===== src/rtl/sdram_pkg.sv =====
// Shared widths, FSM state encoding and the test-pattern generator for the
// SDRAM test master.
package sdram_pkg;

   localparam int ADDR_W = 23;
   localparam int DATA_W = 32;
   localparam int MASK_W = 4;

   localparam logic [2:0] IDLE       = 3'd0;
   localparam logic [2:0] WAIT_READY = 3'd1;
   localparam logic [2:0] WR_REQ     = 3'd2;
   localparam logic [2:0] WR_WAIT    = 3'd3;
   localparam logic [2:0] RD_REQ     = 3'd4;
   localparam logic [2:0] RD_WAIT    = 3'd5;
   localparam logic [2:0] CHECK      = 3'd6;
   localparam logic [2:0] DONE       = 3'd7;

   function automatic logic [DATA_W-1:0] pattern(input logic [ADDR_W-1:0] a,
                                                 input logic [DATA_W-1:0] seed);
      return {9'b0, a} ^ seed;
   endfunction

endpackage


===== src/rtl/sdram_timeout_counter.sv =====
// Handshake watchdog: down-counter reloaded on clear, expires at terminal count
// while enabled.
module sdram_timeout_counter #(
   parameter int unsigned TIMEOUT_CYCLES = 4096
) (
   input  logic clk,
   input  logic reset,
   input  logic clear,
   input  logic enable,
   output logic expired
);

   localparam int CW = ($clog2(TIMEOUT_CYCLES + 1) < 1) ? 1 : $clog2(TIMEOUT_CYCLES + 1);

   logic [CW-1:0] count;

   always_ff @(posedge clk) begin
      if (reset || clear) begin
         count <= CW'(TIMEOUT_CYCLES);
      end else if (enable && count != '0) begin
         count <= count - CW'(1);
      end
   end

   assign expired = enable && !clear && (count == '0);

endmodule


===== src/rtl/sdram_test_master.sv =====
// Writes a seeded address pattern through the SoC-side SDRAM port, reads it back
// and reports mismatches, with a watchdog on every controller handshake.
module sdram_test_master
   import sdram_pkg::*;
#(
   parameter logic [ADDR_W-1:0] START_ADDR     = 23'd0,
   parameter int unsigned       WORD_COUNT     = 1024,
   parameter logic [DATA_W-1:0] SEED           = 32'hCCF0_F0F1,
   parameter int unsigned       TIMEOUT_CYCLES = 4096
) (
   input  logic              clk,
   input  logic              reset_port,
   input  logic              start_port,
   input  logic              soc_side_ready_port,
   input  logic              soc_side_busy_port,
   output logic [ADDR_W-1:0] soc_side_addr_port,
   output logic [DATA_W-1:0] soc_side_wr_data_port,
   output logic [MASK_W-1:0] soc_side_wr_mask_port,
   output logic              soc_side_wr_en_port,
   output logic              soc_side_rd_en_port,
   input  logic [DATA_W-1:0] soc_side_rd_data_port,
   output logic              done_port,
   output logic              pass_port,
   output logic              timeout_port,
   output logic [15:0]       error_count_port,
   output logic [ADDR_W-1:0] first_error_addr_port
);

   localparam logic [ADDR_W-1:0] LAST_IDX = ADDR_W'(WORD_COUNT - 1);

   logic [2:0]        state;
   logic [ADDR_W-1:0] addr;
   logic [ADDR_W-1:0] word_idx;
   logic [DATA_W-1:0] wr_data;
   logic [MASK_W-1:0] wr_mask;
   logic              wr_en;
   logic              rd_en;
   logic [DATA_W-1:0] rd_capture;
   logic              done;
   logic              pass;
   logic              timeout;
   logic [15:0]       error_count;
   logic [ADDR_W-1:0] first_error_addr;
   logic              tmr_clear;
   logic              waiting;
   logic              expired;
   logic              mismatch;

   assign waiting  = (state == WAIT_READY) || (state == WR_REQ) || (state == WR_WAIT) ||
                     (state == RD_REQ) || (state == RD_WAIT);
   assign mismatch = (rd_capture != pattern(addr, SEED));

   // Timer restarts on every state change, so each handshake edge gets its own budget.
   sdram_timeout_counter #(.TIMEOUT_CYCLES(TIMEOUT_CYCLES)) u_timeout (
      .clk     (clk),
      .reset   (reset_port),
      .clear   (tmr_clear),
      .enable  (waiting),
      .expired (expired)
   );

   always_ff @(posedge clk) begin
      if (reset_port) begin
         state            <= IDLE;
         addr             <= '0;
         word_idx         <= '0;
         wr_data          <= '0;
         wr_mask          <= '0;
         wr_en            <= 1'b0;
         rd_en            <= 1'b0;
         rd_capture       <= '0;
         done             <= 1'b0;
         pass             <= 1'b0;
         timeout          <= 1'b0;
         error_count      <= '0;
         first_error_addr <= '0;
         tmr_clear        <= 1'b1;
      end else begin
         tmr_clear <= 1'b0;
         if (expired) begin
            wr_en   <= 1'b0;
            rd_en   <= 1'b0;
            timeout <= 1'b1;
            pass    <= 1'b0;
            done    <= 1'b1;
            state   <= DONE;
         end else begin
            case (state)
               IDLE, DONE: if (start_port) begin
                  done             <= 1'b0;
                  pass             <= 1'b0;
                  timeout          <= 1'b0;
                  error_count      <= '0;
                  first_error_addr <= '0;
                  addr             <= START_ADDR;
                  word_idx         <= '0;
                  wr_mask          <= '1;
                  tmr_clear        <= 1'b1;
                  state            <= WAIT_READY;
               end
               WAIT_READY: if (soc_side_ready_port && !soc_side_busy_port) begin
                  wr_data   <= pattern(addr, SEED);
                  wr_en     <= 1'b1;
                  tmr_clear <= 1'b1;
                  state     <= WR_REQ;
               end
               WR_REQ: if (soc_side_busy_port) begin
                  wr_en     <= 1'b0;
                  tmr_clear <= 1'b1;
                  state     <= WR_WAIT;
               end
               WR_WAIT: if (!soc_side_busy_port) begin
                  tmr_clear <= 1'b1;
                  if (word_idx == LAST_IDX) begin
                     addr     <= START_ADDR;
                     word_idx <= '0;
                     rd_en    <= 1'b1;
                     state    <= RD_REQ;
                  end else begin
                     addr     <= addr + 1'b1;
                     word_idx <= word_idx + 1'b1;
                     wr_data  <= pattern(addr + 1'b1, SEED);
                     wr_en    <= 1'b1;
                     state    <= WR_REQ;
                  end
               end
               RD_REQ: if (soc_side_busy_port) begin
                  rd_en     <= 1'b0;
                  tmr_clear <= 1'b1;
                  state     <= RD_WAIT;
               end
               RD_WAIT: if (!soc_side_busy_port) begin
                  rd_capture <= soc_side_rd_data_port;
                  state      <= CHECK;
               end
               CHECK: begin
                  if (mismatch) begin
                     if (error_count == '0) first_error_addr <= addr;
                     if (error_count != 16'hFFFF) error_count <= error_count + 1'b1;
                  end
                  if (word_idx == LAST_IDX) begin
                     done  <= 1'b1;
                     pass  <= !mismatch && (error_count == '0);
                     state <= DONE;
                  end else begin
                     addr      <= addr + 1'b1;
                     word_idx  <= word_idx + 1'b1;
                     rd_en     <= 1'b1;
                     tmr_clear <= 1'b1;
                     state     <= RD_REQ;
                  end
               end
               default: state <= IDLE;
            endcase
         end
      end
   end

   assign soc_side_addr_port    = addr;
   assign soc_side_wr_data_port = wr_data;
   assign soc_side_wr_mask_port = wr_mask;
   assign soc_side_wr_en_port   = wr_en;
   assign soc_side_rd_en_port   = rd_en;
   assign done_port             = done;
   assign pass_port             = pass;
   assign timeout_port          = timeout;
   assign error_count_port      = error_count;
   assign first_error_addr_port = first_error_addr;

endmodule


===== config.mk =====
export PLATFORM = sky130hd
export DESIGN_NAME = sdram_test_master
export DESIGN_NICKNAME = d
export VERILOG_FILES = /design/src/rtl/sdram_pkg.sv /design/src/rtl/sdram_timeout_counter.sv /design/src/rtl/sdram_test_master.sv
export SDC_FILE = /design/constraint.sdc
export NUM_CORES = 1
export LEC_CHECK = 0
export ABC_AREA = 1
export CAP_MARGIN = 20
export CORE_ASPECT_RATIO = 1.25
export CORE_MARGIN = 1.5
export CORE_UTILIZATION = 45
export CTS_BUF_LIST = sky130_fd_sc_hd__clkbuf_16
export CTS_CLUSTER_DIAMETER = 40
export DETAILED_ROUTE_END_ITERATION = 12
export PLACE_DENSITY = 0.8
export RECOVER_POWER = 25
export REMOVE_ABC_BUFFERS = 1
export SLEW_MARGIN = 10
export SYNTH_ARGS = -nofsm -noshare
export SYNTH_HDL_FRONTEND = slang
export SYNTH_SLANG_ARGS = --single-unit
export TNS_END_PERCENT = 20

===== constraint.sdc =====
create_clock -name clk -period 2.9 [get_ports clk]
set_clock_uncertainty 0.1 [all_clocks]
set_input_delay 0.58 -clock clk [delete_from_list [all_inputs] [get_ports clk]]
set_output_delay 0.58 -clock clk [all_outputs]
set_load 0.005 [all_outputs]

# Word-level counts from Yosys, hierarchy flattened
# Cells that the tools add are included.
dict set report totals {
  wordCells 144
  romBits 0
  memories 0
  register_bits 172
  mem_bits_rw 0
  latch_bits 0
  input_bits 37
}
dict set report classes {
  n_bitwise 4
  n_mux 52
  n_div 0
  shifts 0
  n_eq_ne 29
  add_sub_neg 4
  mul 0
  reduce_logical 40
  magnitude_cmp 0
}
# op n
set op_table {}
lappend op_table {{$mux W23} 9}
lappend op_table {{$pmux W23 S3} 2}
lappend op_table {{$mux W32} 3}
lappend op_table {{$pmux W32 S2} 1}
lappend op_table {{$mux W16} 3}
lappend op_table {{$add A23 B1 Y23 const B} 2}
lappend op_table {{$pmux W23 S2} 1}
lappend op_table {{$not A12 Y17} 2}
lappend op_table {{$ne A32 B32 Y1} 1}
lappend op_table {{$pmux W16 S2} 1}
lappend op_table {{$reduce_and A5 Y1} 6}
lappend op_table {{$mux W3} 8}
lappend op_table {{$eq A23 B10 Y1 const B} 1}
lappend op_table {{$pmux W3 S7} 1}
lappend op_table {{$ne A2 B2 Y1 const B} 10}
lappend op_table {{$ne A3 B3 Y1 const B} 6}
lappend op_table {{$mux W1} 17}
lappend op_table {{$add A16 B1 Y16 const B} 1}
lappend op_table {{$logic_not A16 Y1} 1}
lappend op_table {{$ne A16 B16 Y1 const B} 1}
lappend op_table {{$logic_not A13 Y1} 1}
lappend op_table {{$reduce_bool A13 Y1} 1}
lappend op_table {{$sub A13 B1 Y13 const B} 1}
lappend op_table {{$eq A3 B3 Y1 const B} 4}
lappend op_table {{other kinds (19)} 45}

# Depth between registers and ports, before layout
# Gate-level depths: netlist of the first run.
dict set report logic_depth {
  ltp_word 9
  ltp_mapped 15
  mapped_depth_nobuf 13
}

# By module
# Synthesis of the first run repeated with hierarchy kept, for this count alone.
dict set report hier_totals {
  hier_cells 1478
  area_unflattened_um2 9298.9
}
# module area_each_um2 n_inst cells_each
set modules_own_cells {}
lappend modules_own_cells {sdram_test_master 8523.2 1 1366}
lappend modules_own_cells {sdram_timeout_counter 775.7 1 112}

# Worst setup path after synthesis of the first run
# Ideal clock, no wire load.
dict set report synth_path {
  path_kind {reg-to-reg}
  startpoint {reg word_idx[0]}
  endpoint {reg word_idx[14]}
  n_path_buf 1
  arrival_ps 1739
  setup_slack_ps 929
  period_less_slack_ps 1971
  required_ps 2668
  stages_incl_launch_ff 12
  cell_sequence {dfxtp_1 -> ha_1 -> inv_1 -> nor2_2 -> nand2_1 -> inv_2 -> nand4_2 -> nand2_4 -> clkinv_4 -> buf_4 -> nand2_1 -> a21oi_1}
}
dict set report synth_between {
  elab_chain_cells 4
}
# element line
set synth_lines {}
lappend synth_lines {{start, declared} sdram_test_master.sv:33} ;# logic [ADDR_W-1:0] word_idx;
lappend synth_lines {{start signal, assigned} sdram_test_master.sv:121} ;# word_idx <= word_idx + 1'b1;
lappend synth_lines {{start signal, assigned} sdram_test_master.sv:147} ;# word_idx <= word_idx + 1'b1;
lappend synth_lines {{$add A23 B1 Y23 or $eq A23 B10 Y1 (tied branches)} n/a}
lappend synth_lines {{$mux W23} sdram_test_master.sv:114} ;# if (word_idx == LAST_IDX) begin
lappend synth_lines {{$mux W23} sdram_test_master.sv:112} ;# WR_WAIT: if (!soc_side_busy_port) begin
lappend synth_lines {{$pmux W23 S3} sdram_test_master.sv:88} ;# case (state)
# Parallel ways exist; a longest one is shown, timed or not. The select of a mux whose other input is x is not followed.
# A chain may end at the register's enable or synchronous reset.

# Worst setup path in the final report of the first run
dict set report layout_path {
  startpoint {reg word_idx[0]}
  endpoint {reg word_idx[13]}
}
# Same word-level chain as after synthesis.

==> results of run 1 <==
-- per-layer routing --
| layer | GRT usage, % | vias to the layer above | wire length, um |
|---|---|---|---|
| met3 | 3.69 | 52 | 1830 |
| met2 | 44.8 | 386 | 13200 |
| met5 | 0 | - | 0 |
| met1 | 29.4 | 4405 | 11000 |
| li1 | - | 4897 | - |
| met4 | 10.3 | 0 | 656 |
-- per-stage QoR --
| stage | power [mW] | hold WS, ps | TNS, ps | area [sq um] | util (%) |
|---|---|---|---|---|---|
| floorplan | 4.59 | 331 | -35360 | 8860 | - |
| global placement | 5.95 | 339 | 0 | 10800 | 53.3 |
| detailed placement | 6.00 | 344 | 0 | 10800 | 53.3 |
| CTS | 8.27 | 355 | 0 | 11300 | 56.2 |
| global route | 8.68 | 380 | 0 | 11300 | 56.2 |
| finish | 8.14 | 357 | 0 | 11300 | 56.2 |
-- power by group --
part / internal [mW] / leakage [nW] / switching (mW) / total, mW
logic: 1.12 / 3.03 / 1.88 / 3.01
clock network: 1.22 / 0.276 / 1.06 / 2.28
registers: 2.61 / 1.33 / 0.254 / 2.86
total: 4.95 / 4.63 / 3.19 / 8.14
-- registers in the layout (all words and copies together), names as in the netlist, 3 cells and up --
name	count
word_idx	23
state	3
u_timeout.count	13
soc_side_addr_port	23
soc_side_wr_data_port	24
error_count_port	16
first_error_addr_port	23
rd_capture	32
-- final timing paths --
check                               startpoint        endpoint  slack (ps)
worst min-delay path            rd_capture[30]  rd_capture[30]         360
worst min register to register  rd_capture[30]  rd_capture[30]         360
worst max-delay path               word_idx[0]    word_idx[13]         310
worst max register to register     word_idx[0]    word_idx[13]         310
-- worst min-delay path, stage by stage (launching register included) --
cell and delay, ps:
dfxtp_1 300, inv_1 60, a21oi_1 50
-- cells in the final DEF (no fill, tap or decap), types with 4 or more instances in the layout --
master           instances
o21ai_0                 78
nor2_1                 276
nor3_1                  16
inv_6                    5
inv_1                  148
nand3b_1                 7
inv_2                    4
xor2_1                  29
nand3_2                  5
nand3_1                 67
dfxtp_1                164
dlygate4sd3_1           55
clkinvlp_4               4
clkbuf_16               17
a21oi_1                116
o21bai_1                 9
buf_4                   25
nand4_1                 57
clkdlybuf4s50_1         79
ha_1                     6
conb_1                   4
nor3b_1                  4
nand2_1                381
-- area by class of cell --
| cell class | count | area (sq um) |
|---|---|---|
| timing repair buffer | 161 | 1550 |
| sequential | 164 | 3280 |
| tap | 270 | 338 |
| inverter | 155 | 587 |
| multi-input combinational | 1084 | 4990 |
| fill | 2014 | 8830 |
| clock inverter | 15 | 163 |
| clock buffer | 17 | 425 |
-- cells by family after synthesis --
logic type / share of synthesized area, %
buf+inv: 10.9
simple gates: 37.7
flops: 35.4
other cells: 0.0405
xor+xnor: 2.84
fa+ha+maj: 0.810
compound gates: 12.3
==> flow_metrics.tcl, run 1 <==
set metrics [dict create \
    status "complete, no violations" \
    antenna_found_initial 0 \
    fmax_mhz 387 \
    vias 9740 \
    drv_cap 0 \
    grt_pass1_wl_um 43400 \
    setup_slack_ps 314 \
    min_period_ps 2590 \
    vias_per_cell 5.22 \
    synth.top_cell.area_share_pct 35.4 \
    fin_crit_sh_pct 89.2 \
    netlist_top_cells_area "dfxtp_1 35%, nand2_1 15%, nor2_1 11%" \
    ys_ff_latch 164 \
    holdBufCountCts 0 \
    grt_overflow 0 \
    setup_violations 0 \
    critPathLaunchType "flop" \
    ant_nets 0 \
    route.detailed.wl_per_inst_um 14.3 \
    numCtsBuffers 17 \
    critPathArrivalTime_ps 2820 \
    start_util_pct 45.9 \
    synth_common_cells "381 x nand2_1, 277 x nor2_1, 164 x dfxtp_1" \
    area_delta_synth_final_pct 22.4 \
    die_y_um 163 \
    synth_top_area_cell "dfxtp_1" \
    synth_edf_count 0 \
    cts.sinks 164 \
    postCtsSetupBuffers 0 \
    ir_drop_uv 465 \
    num_rows 58 \
    drive_above_1_share_pct 5.33 \
    dieArea_sq_um 21500 \
    path_cells "ha_1 > inv_1 > nor2_2 > nand2_1 > inv_2 > nand4_2 > nand2_4 > clkinv_4 > nand2_1 > nand2_1 > nand2_1 > nor2_1" \
    cts_resized 0 \
    insertion_delay_ps 440 \
    power.leakage_nw 4.63 \
    crit_required_ps 3130 \
    cts_buffer_depth 2 \
    grt_pass1_vias 9020 \
    drt-initial-drc-count 698 \
    ys_types 43 \
    dpl.cell_count 1834 \
    end_kind "flop" \
    grt_usage_pct 24.8 \
    synth_area_sq_um 9270 \
    max_stage_delay_ps 410 \
    cts_root_buf "clkbuf_16" \
    yosysWarnings 0 \
    layout.nets 1626 \
    antenna_cells 0 \
    powerDensity_nw_per_um2 718 \
    critPathBufInv 3 \
    final_cells 1866 \
    hold_depth 2 \
    tightestPinTransition_ps 675 \
    synthArstFlopShare_pct 0 \
    drc_errors 0 \
    hp-class "flop to flop" \
    slew_violations 0 \
    path_max_fanout 44 \
    yosysSeqAreaShare_pct 35.4 \
    grt_start_max_net_pins 51 \
    worstSetupPathType "flop to flop" \
    clk_pin_slew_ps 70 \
    synth-main-ff-cell "dfxtp_1" \
    rsz0062_at_grt "no" \
    avgSynthCellArea_sq_um 6.26 \
    rr_worst_depth 12 \
    worst-path-stages 12 \
    ios 140 \
    critPathTopFamily "simple AND/OR/NAND/NOR gates" \
    wirelength_um 26600 \
    dr.pass1.iters 5 \
    htree_levels 4 \
    cts_tree "built" \
    synth_most_common_cell "nand2_1" \
    slew_headroom_pct 54.9 \
    crit_top_cell "nand2_1" \
    place_hpwl_um 18700 \
    slowest_stage "dfxtp_1" \
    syn-instance-count 1480 \
    gp_congestion 0.924 \
    core_sq_um 20200 \
    die_width_um 131 \
    portBuffers 135 \
    hold_violations 0 \
    dp_worst_setup_slack_ps 283 \
]
No activity file was read; power rests on OpenSTA's default activity.
==> inputs of run 2 (changes only) <==
CAP_MARGIN = 10   (was 20)
CORE_MARGIN = 1   (was 1.5)
==> run 2 against run 1 <==
Setup slack better by 36 ps. Critical endpoint is now soc_side_addr_port[13]. Largest cell class unchanged. Global-route usage up 0.49 points. Non-clock buffer count down 1.
==> flow_metrics.tcl, run 2 (synthesis gave the netlist of run 1 again) <==
set metrics [dict create \
    status "complete, no violations" \
    power.leakage_nw 4.66 \
    min_from "rd_capture[25]" \
    grt_usage_pct 25.2 \
    critPathLaunchType "flop" \
    place_hpwl_um 18700 \
    antenna_cells 0 \
    r2r_end "soc_side_addr_port[13]" \
    hold_violations 0 \
    reg2reg_slack_ps 350 \
    slew_headroom_pct 54.1 \
    rr_worst_depth 10 \
    worstSetupPathType "flop to flop" \
    gp_congestion 0.857 \
    route.detailed.wl_per_inst_um 14.0 \
    core_sq_um 20200 \
    path_max_fanout 44 \
    drive_above_1_share_pct 5.27 \
    final_cells 1865 \
    min_period_ps 2550 \
    die_y_um 162 \
    start_util_pct 45.9 \
    path_cells "ha_1 > inv_1 > nor2_2 > nand2_1 > inv_2 > nand4_2 > nand2_4 > buf_4 > nand2_1 > a21oi_1" \
    ios 140 \
    mostFrequentLayoutCell "nand2_1" \
    portBuffers 135 \
    htree_levels 4 \
    largest_register "rd_capture" \
    max_stage_delay_ps 460 \
    critPathArrivalTime_ps 2800 \
    hold_end "rd_capture[25]" \
    grt_start_max_net_pins 56 \
    dieArea_sq_um 21200 \
    powerDensity_nw_per_um2 728 \
    grt_overflow 0 \
    cts_root_buf "clkbuf_16" \
    clk_pin_slew_ps 70 \
    antenna_found_initial 0 \
    fmax_mhz 392 \
    end_kind "flop" \
    grt_pass1_vias 8947 \
    drc_errors 0 \
    insertion_delay_ps 430 \
    cts_tree "built" \
    cts_buffer_depth 2 \
    slowest_stage "buf_4" \
    wirelength_um 26200 \
    postLayoutCellArea_sq_um 11400 \
    rsz0062_at_grt "no" \
    r2r-start "word_idx[0]" \
    dr.pass1.iters 7 \
    num_rows 58 \
    fin_crit_sh_pct 87.9 \
    hp-class "flop to flop" \
    ir_drop_uv 450 \
    layout.nets 1625 \
    setup_violations 0 \
    die_width_um 130 \
    numCtsBuffers 17 \
    vias 9690 \
    postCtsSetupBuffers 0 \
    ant_nets 0 \
    grt_pass1_wl_um 42400 \
    crit_required_ps 3150 \
    hold_depth 2 \
    layout_common_cells "381 x nand2_1, 276 x nor2_1, 164 x dfxtp_1, 148 x inv_1, 116 x a21oi_1" \
    drt-initial-drc-count 811 \
    crit_top_cell "nand2_1" \
    area_delta_synth_final_pct 22.7 \
    cts_resized 0 \
    tightestPinTransition_ps 688 \
    holdBufCountCts 0 \
    placed_cell_area_sq_um 10700 \
    vias_per_cell 5.20 \
    drv_cap 0 \
    dpl.cell_count 1833 \
    whs_ps 354 \
    largest_reg_flops 32 \
    slew_violations 0 \
    cts.sinks 164 \
]
## run 2: changes by cell type in the layout (fill, tap and decap cells not counted)
cell	delta
clkinvlp_4	-3
bufinv_16	+2
clkinv_2	+2
inv_6	-2
buf_4	-1
clkinv_4	+1
clkinv_8	-1
inv_8	+1
## run 2: per-stage QoR
stage	setup slack (ps)	power, mW	util, %	setup TNS, ps
after floorplan	-754	4.59	-	-35360
after global placement	365	5.94	53.3	0
after detailed placement	306	5.99	53.3	0
after CTS	390	8.40	56.3	0
after global routing	193	8.78	56.3	0
final	350	8.28	56.3	0
## run 2: cell type report
cell class,instances,area [sq um]
fillers,2005,8810
inverters,155,587
repair buffers,160,1550
well taps,270,338
clock buffers,17,425
clock inverters,15,196
multi-input cells,1084,4990
flip-flops and latches,164,3280
## run 2: worst max path at each step
stage / start / endpoint / cells past startpoint
floorplan: state[2] / soc_side_wr_data_port[0] / 9
global placement: soc_side_busy_port / soc_side_addr_port[0] / 8
detailed placement: soc_side_busy_port / word_idx[6] / 8
CTS: word_idx[0] / soc_side_addr_port[13] / 10
global route: word_idx[0] / soc_side_addr_port[0] / 10
finish: word_idx[0] / soc_side_addr_port[13] / 10
## run 2: metal layers
metal	GRT usage (%)	routed length, um
met5	0	0
met4	8.73	581
met3	4.07	1630
met2	44.6	13100
met1	30.6	10900
## run 2: worst max-delay path, delay by kind of cell, from the launching register on
family	cells	cell delay, ps
simple gates	5	790
buf+inv	3	710
flops	1	410
fa+ha+maj	1	260
compound gates	1	190
## run 2: power breakdown
| group | internal, mW | leakage [nW] | switching [mW] |
|---|---|---|---|
| sequential | 2.61 | 1.33 | 0.246 |
| combinational | 1.13 | 3.02 | 1.88 |
| clock | 1.39 | 0.306 | 1.03 |
